$ cat src/rtl/morse_pkg.sv
// Shared types and constants for the Morse key decoder.
// Character codes, FSM states and pattern widths.
package morse_pkg;

   localparam int PAT_W  = 5;
   localparam int LEN_W  = 3;
   localparam int CODE_W = 6;

   localparam logic [LEN_W-1:0] MAX_ELEMS = 3'd5;

   localparam logic [CODE_W-1:0] CODE_A       = 6'd0;
   localparam logic [CODE_W-1:0] CODE_ZERO    = 6'd26;
   localparam logic [CODE_W-1:0] CODE_SPACE   = 6'd36;
   localparam logic [CODE_W-1:0] CODE_INVALID = 6'd63;

   typedef enum logic [1:0] {
      IDLE,
      PRESS,
      GAP
   } state_e;

endpackage

$ cat src/rtl/morse_lut.sv
// Morse pattern to character code lookup.
// First element sits at bit len-1, latest at bit 0.
module morse_lut
   import morse_pkg::*;
(
   input  logic [PAT_W-1:0]  pattern_i,
   input  logic [LEN_W-1:0]  len_i,
   output logic [CODE_W-1:0] code_o
);

   logic [PAT_W-1:0] mask;
   logic [PAT_W-1:0] pm;
   logic [7:0]       key;

   // Keep only the valid elements, then match length and pattern together
   always_comb begin
      mask   = (5'd1 << len_i) - 5'd1;
      pm     = pattern_i & mask;
      key    = {len_i, pm};
      code_o = CODE_INVALID;
      if (len_i <= MAX_ELEMS) begin
         case (key)
            8'b010_00001: code_o = CODE_A + 6'd0;
            8'b100_01000: code_o = CODE_A + 6'd1;
            8'b100_01010: code_o = CODE_A + 6'd2;
            8'b011_00100: code_o = CODE_A + 6'd3;
            8'b001_00000: code_o = CODE_A + 6'd4;
            8'b100_00010: code_o = CODE_A + 6'd5;
            8'b011_00110: code_o = CODE_A + 6'd6;
            8'b100_00000: code_o = CODE_A + 6'd7;
            8'b010_00000: code_o = CODE_A + 6'd8;
            8'b100_00111: code_o = CODE_A + 6'd9;
            8'b011_00101: code_o = CODE_A + 6'd10;
            8'b100_00100: code_o = CODE_A + 6'd11;
            8'b010_00011: code_o = CODE_A + 6'd12;
            8'b010_00010: code_o = CODE_A + 6'd13;
            8'b011_00111: code_o = CODE_A + 6'd14;
            8'b100_00110: code_o = CODE_A + 6'd15;
            8'b100_01101: code_o = CODE_A + 6'd16;
            8'b011_00010: code_o = CODE_A + 6'd17;
            8'b011_00000: code_o = CODE_A + 6'd18;
            8'b001_00001: code_o = CODE_A + 6'd19;
            8'b011_00001: code_o = CODE_A + 6'd20;
            8'b100_00001: code_o = CODE_A + 6'd21;
            8'b011_00011: code_o = CODE_A + 6'd22;
            8'b100_01001: code_o = CODE_A + 6'd23;
            8'b100_01011: code_o = CODE_A + 6'd24;
            8'b100_01100: code_o = CODE_A + 6'd25;
            8'b101_11111: code_o = CODE_ZERO + 6'd0;
            8'b101_01111: code_o = CODE_ZERO + 6'd1;
            8'b101_00111: code_o = CODE_ZERO + 6'd2;
            8'b101_00011: code_o = CODE_ZERO + 6'd3;
            8'b101_00001: code_o = CODE_ZERO + 6'd4;
            8'b101_00000: code_o = CODE_ZERO + 6'd5;
            8'b101_10000: code_o = CODE_ZERO + 6'd6;
            8'b101_11000: code_o = CODE_ZERO + 6'd7;
            8'b101_11100: code_o = CODE_ZERO + 6'd8;
            8'b101_11110: code_o = CODE_ZERO + 6'd9;
            default:      code_o = CODE_INVALID;
         endcase
      end
   end

endmodule

$ cat src/rtl/morse_key_decoder.sv
// Morse key to letterNum/send stream producer.
// Sync + debounce, dot/dash timing, letter and word gaps.
module morse_key_decoder
   import morse_pkg::*;
#(
   parameter int CNT_W            = 16,
   parameter int DEB_TICKS        = 20,
   parameter int DASH_TICKS       = 200,
   parameter int LETTER_GAP_TICKS = 600,
   parameter int WORD_GAP_TICKS   = 1400
) (
   input  logic              clk,
   input  logic              reset,
   input  logic              tick,
   input  logic              key,
   output logic [CODE_W-1:0] letterNum,
   output logic              send,
   output logic              key_db,
   output logic [LEN_W-1:0]  elem_cnt,
   output logic              overflow
);

   localparam logic [CNT_W-1:0] DEB_LAST = CNT_W'(DEB_TICKS - 1);
   localparam logic [CNT_W-1:0] DASH_C   = CNT_W'(DASH_TICKS);
   localparam logic [CNT_W-1:0] LGAP_C   = CNT_W'(LETTER_GAP_TICKS);
   localparam logic [CNT_W-1:0] WGAP_C   = CNT_W'(WORD_GAP_TICKS);

   function automatic logic [CNT_W-1:0] sat_inc(input logic [CNT_W-1:0] v);
      return (&v) ? v : v + 1'b1;
   endfunction

   logic              sync1_q, sync2_q, kdly_q;
   logic              key_db_q, key_db_d;
   logic [CNT_W-1:0]  deb_q, deb_d;
   state_e            state_q, state_d;
   logic [CNT_W-1:0]  dur_q, dur_d, gap_q, gap_d;
   logic [CNT_W-1:0]  dur_inc, gap_inc;
   logic [PAT_W-1:0]  pat_q, pat_d;
   logic [LEN_W-1:0]  len_q, len_d;
   logic              ovf_q, ovf_d;
   logic              ws_q, ws_d;
   logic [CODE_W-1:0] code_q, code_d;
   logic              send_q, send_d;
   logic [CODE_W-1:0] lut_code;
   logic              rise, fall;

   morse_lut u_lut (
      .pattern_i (pat_q),
      .len_i     (len_q),
      .code_o    (lut_code)
   );

   assign rise = key_db_q & ~kdly_q;
   assign fall = ~key_db_q & kdly_q;

   // Debounce: toggle only after DEB_TICKS consecutive mismatching ticks
   always_comb begin
      deb_d    = deb_q;
      key_db_d = key_db_q;
      if (sync2_q == key_db_q) begin
         deb_d = '0;
      end else if (tick) begin
         if (deb_q >= DEB_LAST) begin
            key_db_d = ~key_db_q;
            deb_d    = '0;
         end else begin
            deb_d = deb_q + 1'b1;
         end
      end
   end

   // Element timing, letter/word gap detection and output codes
   always_comb begin
      state_d = state_q;
      dur_d   = dur_q;
      gap_d   = gap_q;
      pat_d   = pat_q;
      len_d   = len_q;
      ovf_d   = ovf_q;
      ws_d    = ws_q;
      code_d  = code_q;
      send_d  = 1'b0;
      dur_inc = tick ? sat_inc(dur_q) : dur_q;
      gap_inc = tick ? sat_inc(gap_q) : gap_q;
      case (state_q)
         IDLE: begin
            if (rise) begin
               state_d = PRESS;
               dur_d   = '0;
               ws_d    = 1'b1;
            end else if (!ws_q) begin
               gap_d = gap_inc;
               if (gap_inc >= WGAP_C && !send_q) begin
                  code_d = CODE_SPACE;
                  send_d = 1'b1;
                  ws_d   = 1'b1;
               end
            end
         end
         PRESS: begin
            if (fall) begin
               if (len_q < MAX_ELEMS) begin
                  pat_d = {pat_q[PAT_W-2:0], (dur_q >= DASH_C)};
                  len_d = len_q + 3'd1;
               end else begin
                  ovf_d = 1'b1;
               end
               gap_d   = '0;
               state_d = GAP;
            end else begin
               dur_d = dur_inc;
            end
         end
         GAP: begin
            if (rise) begin
               state_d = PRESS;
               dur_d   = '0;
            end else begin
               gap_d = gap_inc;
               if (gap_inc >= LGAP_C) begin
                  code_d  = ovf_q ? CODE_INVALID : lut_code;
                  send_d  = 1'b1;
                  pat_d   = '0;
                  len_d   = '0;
                  ovf_d   = 1'b0;
                  ws_d    = 1'b0;
                  state_d = IDLE;
               end
            end
         end
         default: state_d = IDLE;
      endcase
   end

   // State registers
   always_ff @(posedge clk or posedge reset) begin
      if (reset) begin
         sync1_q  <= 1'b0;
         sync2_q  <= 1'b0;
         kdly_q   <= 1'b0;
         key_db_q <= 1'b0;
         deb_q    <= '0;
         state_q  <= IDLE;
         dur_q    <= '0;
         gap_q    <= '0;
         pat_q    <= '0;
         len_q    <= '0;
         ovf_q    <= 1'b0;
         ws_q     <= 1'b1;
         code_q   <= '0;
         send_q   <= 1'b0;
      end else begin
         sync1_q  <= key;
         sync2_q  <= sync1_q;
         kdly_q   <= key_db_q;
         key_db_q <= key_db_d;
         deb_q    <= deb_d;
         state_q  <= state_d;
         dur_q    <= dur_d;
         gap_q    <= gap_d;
         pat_q    <= pat_d;
         len_q    <= len_d;
         ovf_q    <= ovf_d;
         ws_q     <= ws_d;
         code_q   <= code_d;
         send_q   <= send_d;
      end
   end

   assign letterNum = code_q;
   assign send      = send_q;
   assign key_db    = key_db_q;
   assign elem_cnt  = len_q;
   assign overflow  = ovf_q;

endmodule

$ cat config.mk
export PLATFORM = sky130hd
export DESIGN_NAME = morse_key_decoder
export DESIGN_NICKNAME = d
export VERILOG_FILES = /design/src/rtl/morse_pkg.sv /design/src/rtl/morse_lut.sv /design/src/rtl/morse_key_decoder.sv
export SDC_FILE = /design/constraint.sdc
export NUM_CORES = 1
export LEC_CHECK = 0
export ABC_AREA = 1
export CAP_MARGIN = 25
export CORE_MARGIN = 2
export CORE_UTILIZATION = 40
export CTS_CLUSTER_SIZE = 16
export DETAILED_ROUTE_END_ITERATION = 6
export SYNTH_ARGS = -nofsm -noshare
export SYNTH_HDL_FRONTEND = slang
export SYNTH_SLANG_ARGS = --single-unit
$ cat constraint.sdc
create_clock -name clk -period 2.8 [get_ports clk]
set_input_delay 0.56 -clock clk [delete_from_list [all_inputs] [get_ports clk]]
set_output_delay 0.56 -clock clk [all_outputs]
set_load 0.05 [all_outputs]
==> results.ini, run 1 <==
[status]
status = complete, no violations

[power]
leakagePower_uw = 0.002645
powerDensity_nw_per_um2 = 859.9
vdd_drop_max_v = 0.0006446

[synthesis]
syn_avg_cell_area_sq_um = 7.102
syn_area_sq_um = 4808
yosys_warnings = 0
synth_top_area_frac = 0.3643
synth-edff-count = 0
syn_inst = 677
synthArstFlopShare = 1.000
synth-seq-cells = 71
synth_area_leaders = dfrtp_1 (36%), nand2_1 (12%), inv_1 (7.7%)
synth_most_common_cell = nand2_1
synth_flop_cell = dfrtp_1
seq_area_frac_synth = 0.3698
synth_fp_nets = 690
synth_cell_types = 43
synthTopCellsByCount = nand2_1 (149), inv_1 (98), nor2_1 (88)
synth_area_leader_cell = dfrtp_1

[die]
start_util = 0.4054
die-area_sq_um = 12910
design.core.area_sq_um = 11860
rows = 40
io_pins = 16
die_h_microns = 113.6
fp.dieW_microns = 113.6

[sta]
setup_viol = 0
rsz0062_at_grt = false
worst_pin_slew_ns = 0.6880
max-slew-margin-rel = 0.5414
fin_crit_ns = 2.521
finalSetupTns_ns = 0
finalWorstSetupSlack_ns = 0.2786
skew_ns = 0.004956
slew_viol_final = 0
finalHoldViolations = 0
max_freq_mhz = 396.6
fin_crit_sh = 0.9005

[global_routing]
grt_usage = 0.1812
grt_pass1_wl_microns = 19150
grt_max_degree = 72
first_global_vias = 4218
grt_overflow_total = 0
antenna_found_initial = 0

[cells_and_area]
drive_above_1_share = 0.1473
final_nets = 721
area_growth_pct = 14.44
stdcell_count = 860
n_antenna_cell = 0
postLayoutCoreUtil = 0.4639
postLayoutCellArea_sq_um = 5503

[min_path]
worstHoldPathType = flop to flop

[placed_design]
place_hpwl_microns = 8113
dp_cells = 844
gp_congestion = 0.9024
dpl_worst_slack_ns = 0.1014
port-buffer-count = 15
place_area_sq_um = 5207

[worst_setup_path]
reg2reg_slack_ns = 0.28
crit_path_end = letterNum[4]$_DFFE_PP0P_
required_ns = 3.03
reg2reg_depth = 17
critPathKind = flop to flop
rr_startpoint = elem_cnt[1]$_DFFE_PP0P_
end_kind = flop
path_max_fanout = 8
critical_path_arrival_ns = 2.75
cp-startpoint = elem_cnt[1]$_DFFE_PP0P_
r2r-end = letterNum[4]$_DFFE_PP0P_
start_kind = flop

[clock_tree]
cts_buffers = 9
clk_latency_ns = 0.34
clkSlewWorstSetupHoldPaths_ns = 0.06
cts_setup_buffers = 0
cts_resized = 0
ctsLongestPathBuffers = 2
cts_tree = done
clock_sinks = 71
htree_levels = 3
cts_hold_buffers = 0
cts_root_buf = clkbuf_16

[drt]
routed_wl_microns = 10930
route.detailed.drc = 0
via_per_inst = 5.151
avgRoutedWirePerCell_microns = 12.71
final_antenna_net_count = 0
vias = 4430
drt_iter0_drc = 236
dr.pass1.iters = 5

[flow_run]
cap_violations = 0

## state kept, by name, summed over array words and instances, names as in the netlist, 2 cells and up
register	count
deb_q	16
dur_q	16
elem_cnt	3
gap_q	16
letterNum	6
pat_q	5
state_q	2
## kinds of logic (layout without fill, tap and decap cells)
group	count (synthesis)	in the layout	share of synthesized area
multiplexers	1	1	0.002082
AND/OR/NAND/NOR	394	394	0.4023
flip-flops	71	71	0.3698
buffers and inverters	122	158	0.09940
adder cells (fa/ha/maj)	9	9	0.02342
XOR/XNOR	5	5	0.009107
AO/OA/AOI/OAI	75	75	0.09394
## worst min-delay path by stage
| stage | start | end | slack, ns | cells past startpoint |
|---|---|---|---|---|
| final | sync1_q$_DFF_PP0_ | sync2_q$_DFF_PP0_ | 0.36 | 0 |
| after global routing | sync1_q$_DFF_PP0_ | sync2_q$_DFF_PP0_ | 0.38 | 0 |
| after CTS | sync1_q$_DFF_PP0_ | sync2_q$_DFF_PP0_ | 0.37 | 0 |
| after detailed placement | sync1_q$_DFF_PP0_ | sync2_q$_DFF_PP0_ | 0.35 | 0 |
| after global placement | sync1_q$_DFF_PP0_ | sync2_q$_DFF_PP0_ | 0.36 | 0 |
| after floorplan | sync1_q$_DFF_PP0_ | sync2_q$_DFF_PP0_ | 0.33 | 0 |
## stage by stage
step / hold WS (ns) / total power [uW]
floorplan: 0.3312 / 3071
global placement: 0.3567 / 3621
detailed placement: 0.3504 / 3637
CTS: 0.3706 / 4724
global route: 0.3816 / 5098
finish: 0.3642 / 4732
## placed cells by master (no fill, tap or decap), types with 11 or more instances in the layout
| master | count |
|---|---|
| nand2_1 | 149 |
| inv_1 | 97 |
| nor2_1 | 88 |
| dfrtp_1 | 69 |
| nand3_1 | 64 |
| o21ai_0 | 23 |
| nand4_1 | 19 |
| clkdlybuf4s50_1 | 15 |
| a21oi_1 | 14 |
| nand2_2 | 14 |
| inv_2 | 13 |
| o22ai_1 | 13 |
| buf_4 | 12 |
| nor2_4 | 11 |
| nor3_1 | 11 |
## report_power, final
part           switching [uW]  internal [uW]  leakage (uW)
Clock                     469            604      0.000129
Sequential                234           1240      0.000946
Combinational            1470            721       0.00157
## layer usage
layer  vias up  global-route usage  routed length [microns]
met5         -                   0                        0
met4         0             0.06667                      193
met3        13             0.02550                      505
met2       119              0.3042                     5126
met1      2039              0.2396                     5102
li1       2259                   -                        -
## worst max-delay path: stages, from the launching register on
cell	delay, ns
dfrtp_2	0.47
inv_2	0.14
ha_1	0.18
nand2_1	0.10
nand2_1	0.18
inv_1	0.13
nor2_2	0.27
inv_2	0.04
nor2_1	0.14
nand2_1	0.10
o21ai_1	0.12
nor2_1	0.09
nand2_1	0.09
nor2_1	0.06
nand2_2	0.10
nand2_1	0.07
nand3_1	0.08
nand2_1	0.05
## layout make-up
type                    count  area [sq um]
fillers                  1150          6359
multi-input cells         484          2571
flip-flops and latches     71          1779
inverters                 114         432.9
repair buffers             28         260.3
clock buffers              10         229.0
well taps                 147         183.9
clock inverters             6         46.29
Power figures use the tool's default switching activity.
==> inputs of run 2 (changes only) <==
PLACE_DENSITY = 0.54   (was not set)
==> run 2 against run 1 <==
Hold slack got worse by 0.0026 ns. Clock skew is 0.0013 ns higher. Final area up 0.61%. Sequential power about the same. Largest power group unchanged. Sequential cell count unchanged. Highest routed layer unchanged. Total power rose by 1.5%. Largest cell class unchanged. Wire length rose by 4.0%. Final cell count up 0.23%. Core utilization up 0.28 points. Clock-buffer cell count stayed put.
==> results.ini, run 2 (synthesized netlist as in run 1, its figures left out) <==
[global_routing]
grt_overflow_total = 0  ; unchanged
antenna_found_initial = 0  ; unchanged
grt_pass1_wl_microns = 19840  ; +3.6%
grt_max_degree = 72  ; unchanged
first_global_vias = 4315  ; +2.3%
grt_usage = 0.1877  ; +0.006470

[sta]
fin_crit_ns = 2.522  ; +0.0004800 ns
setup_viol = 0  ; unchanged
rsz0062_at_grt = false
worst_pin_slew_ns = 1.036  ; +0.3481 ns
skew_ns = 0.006225  ; +0.001270 ns
finalSetupTns_ns = 0  ; unchanged
max-slew-margin-rel = 0.3093  ; -0.2321
fin_crit_sh = 0.9007  ; about the same
finalHoldViolations = 0  ; unchanged
slew_viol_final = 0  ; unchanged
hold_ws_ns = 0.3616  ; -0.002579 ns
max_freq_mhz = 396.5  ; about the same

[placed_design]
place_hpwl_microns = 8595  ; +5.9%
place_area_sq_um = 5230  ; +0.43%
port-buffer-count = 15  ; unchanged
gp_congestion = 0.9274  ; +2.8%

[worst_setup_path]
critPathKind = flop to flop
critical_path_arrival_ns = 2.74  ; about the same
reg2reg_slack_ns = 0.28  ; about the same
rr_startpoint = elem_cnt[1]$_DFFE_PP0P_
start_kind = flop
crit_family = simple AND/OR/NAND/NOR gates
required_ns = 3.01  ; -0.02 ns
worst_path_max_delay_cell = dfrtp_2
path_common_cell = nand2_1
r2r-end = letterNum[5]$_DFFE_PP0P_
end_kind = flop
slowest_delay_ns = 0.47  ; about the same
reg2reg_depth = 17  ; unchanged
path_max_fanout = 8  ; unchanged
path_cells = inv_2 > ha_1 > nand2_1 > nand2_1 > inv_1 > nor2_2 > inv_2 > nor2_1 > nand2_1 > o21ai_1 > nor2_1 > nand2_1 > nor2_1 > nand2_2 > nand3b_1 > nand2_1 > nand2_1
cp_num_buf_inv = 3  ; unchanged

[drt]
routed_wl_microns = 11370  ; +4.0%
drt_iter0_drc = 273  ; +16%
avgRoutedWirePerCell_microns = 13.19  ; +3.8%
vias = 4416  ; -0.32%
dr.pass1.iters = 5  ; unchanged
final_antenna_net_count = 0  ; unchanged
route.detailed.drc = 0  ; unchanged
via_per_inst = 5.123  ; -0.55%

[clock_tree]
cts_root_buf = clkbuf_16
clock_sinks = 71  ; unchanged
ctsLongestPathBuffers = 2  ; unchanged
cts_resized = 0  ; unchanged
clk_latency_ns = 0.33  ; about the same
cts_setup_buffers = 0  ; unchanged
htree_levels = 3  ; unchanged
clkSlewWorstSetupHoldPaths_ns = 0.06  ; about the same
cts_hold_buffers = 0  ; unchanged
cts_tree = done
cts_buffers = 9  ; unchanged

[cells_and_area]
final_common_cell = nand2_1
area_growth_pct = 15.14
reg_top3 = deb_q x16, dur_q x16, gap_q x16
postLayoutCellArea_sq_um = 5537  ; +0.61%
seqCellArea_sq_um = 1779  ; unchanged
multiInputGateArea_sq_um = 2560  ; -0.44%
postLayoutCoreUtil = 0.4668  ; +0.002848
final_nets = 724  ; +0.42%
n_antenna_cell = 0  ; unchanged
final_cell_mix = nand2_1 (149), inv_1 (97), nor2_1 (88)
drive_above_1_share = 0.1510  ; +0.003784
fillers = 1179  ; +2.5%

[min_path]
worstHoldEndpoint = sync2_q$_DFF_PP0_
hold_start = sync1_q$_DFF_PP0_
hold_depth = 0  ; unchanged
worstHoldPathType = flop to flop

[power]
total_power_uw = 4802  ; +1.5%
leakagePower_uw = 0.002664  ; +0.70%
vdd_drop_max_v = 0.001028  ; +59%
powerDensity_nw_per_um2 = 867.4  ; +0.87%

[die]
rows = 40  ; unchanged
start_util = 0.4054  ; unchanged
die_h_microns = 113.6  ; unchanged
die-area_sq_um = 12910  ; unchanged
design.core.area_sq_um = 11860  ; unchanged
io_pins = 16  ; unchanged
fp.dieW_microns = 113.6  ; unchanged

[flow_run]
cap_violations = 0  ; unchanged

[status]
status = complete, no violations

[run 2: worst register-to-register path, delay by kind of cell (launching register included)]
| kind | cells | cell delay, ns |
|---|---|---|
| buffers and inverters | 3 | 0.33 |
| DFF | 1 | 0.47 |
| and+or+nand+nor | 12 | 1.32 |
| AOI/OAI and AO/OA | 1 | 0.13 |
| adders and majority gates | 1 | 0.18 |
[run 2: through the flow]
step,worst slack [ns],cells
after floorplan,0.2943,677
after global placement,0.1413,847
after detailed placement,0.09437,847
after CTS,0.2024,862
after global routing,0.03732,862
final,0.2781,862
[run 2: area by class of cell]
type                            count  area share
Clock buffer                       10     0.04316
Clock inverter                      5     0.01062
Inverter                          114     0.07819
Multi-Input combinational cell    484      0.4624
Sequential cell                    71      0.3214
Tap cell                          147     0.03322
Timing Repair Buffer               31     0.05107
[run 2: layer usage]
metal / vias to the layer above / track usage / part of all wire
li1: 2265 / - / -
met1: 2047 / 0.2530 / 0.50
met2: 90 / 0.3042 / 0.45
met3: 14 / 0.03560 / 0.037
met4: 0 / 0.06504 / 0.014
met5: - / 0 / 0
[run 2: power by group]
part | switching (uW) | internal (uW) | leakage, uW | total, uW
sequential | 225 | 1240 | 0.000946 | 1460
clock | 425 | 708 | 0.000141 | 1130
combinational | 1480 | 728 | 0.00158 | 2210
[run 2: worst max-delay path by stage]
stage	depth (start not counted)	slack, ns	start	to
finish	17	0.28	elem_cnt[1]$_DFFE_PP0P_	letterNum[5]$_DFFE_PP0P_
global route	17	0.04	elem_cnt[1]$_DFFE_PP0P_	letterNum[3]$_DFFE_PP0P_
CTS	16	0.20	elem_cnt[1]$_DFFE_PP0P_	letterNum[4]$_DFFE_PP0P_
detailed placement	16	0.09	tick	elem_cnt[2]$_DFFE_PP0P_
global placement	16	0.14	tick	elem_cnt[2]$_DFFE_PP0P_
floorplan	15	0.29	elem_cnt[0]$_DFFE_PP0P_	letterNum[5]$_DFFE_PP0P_
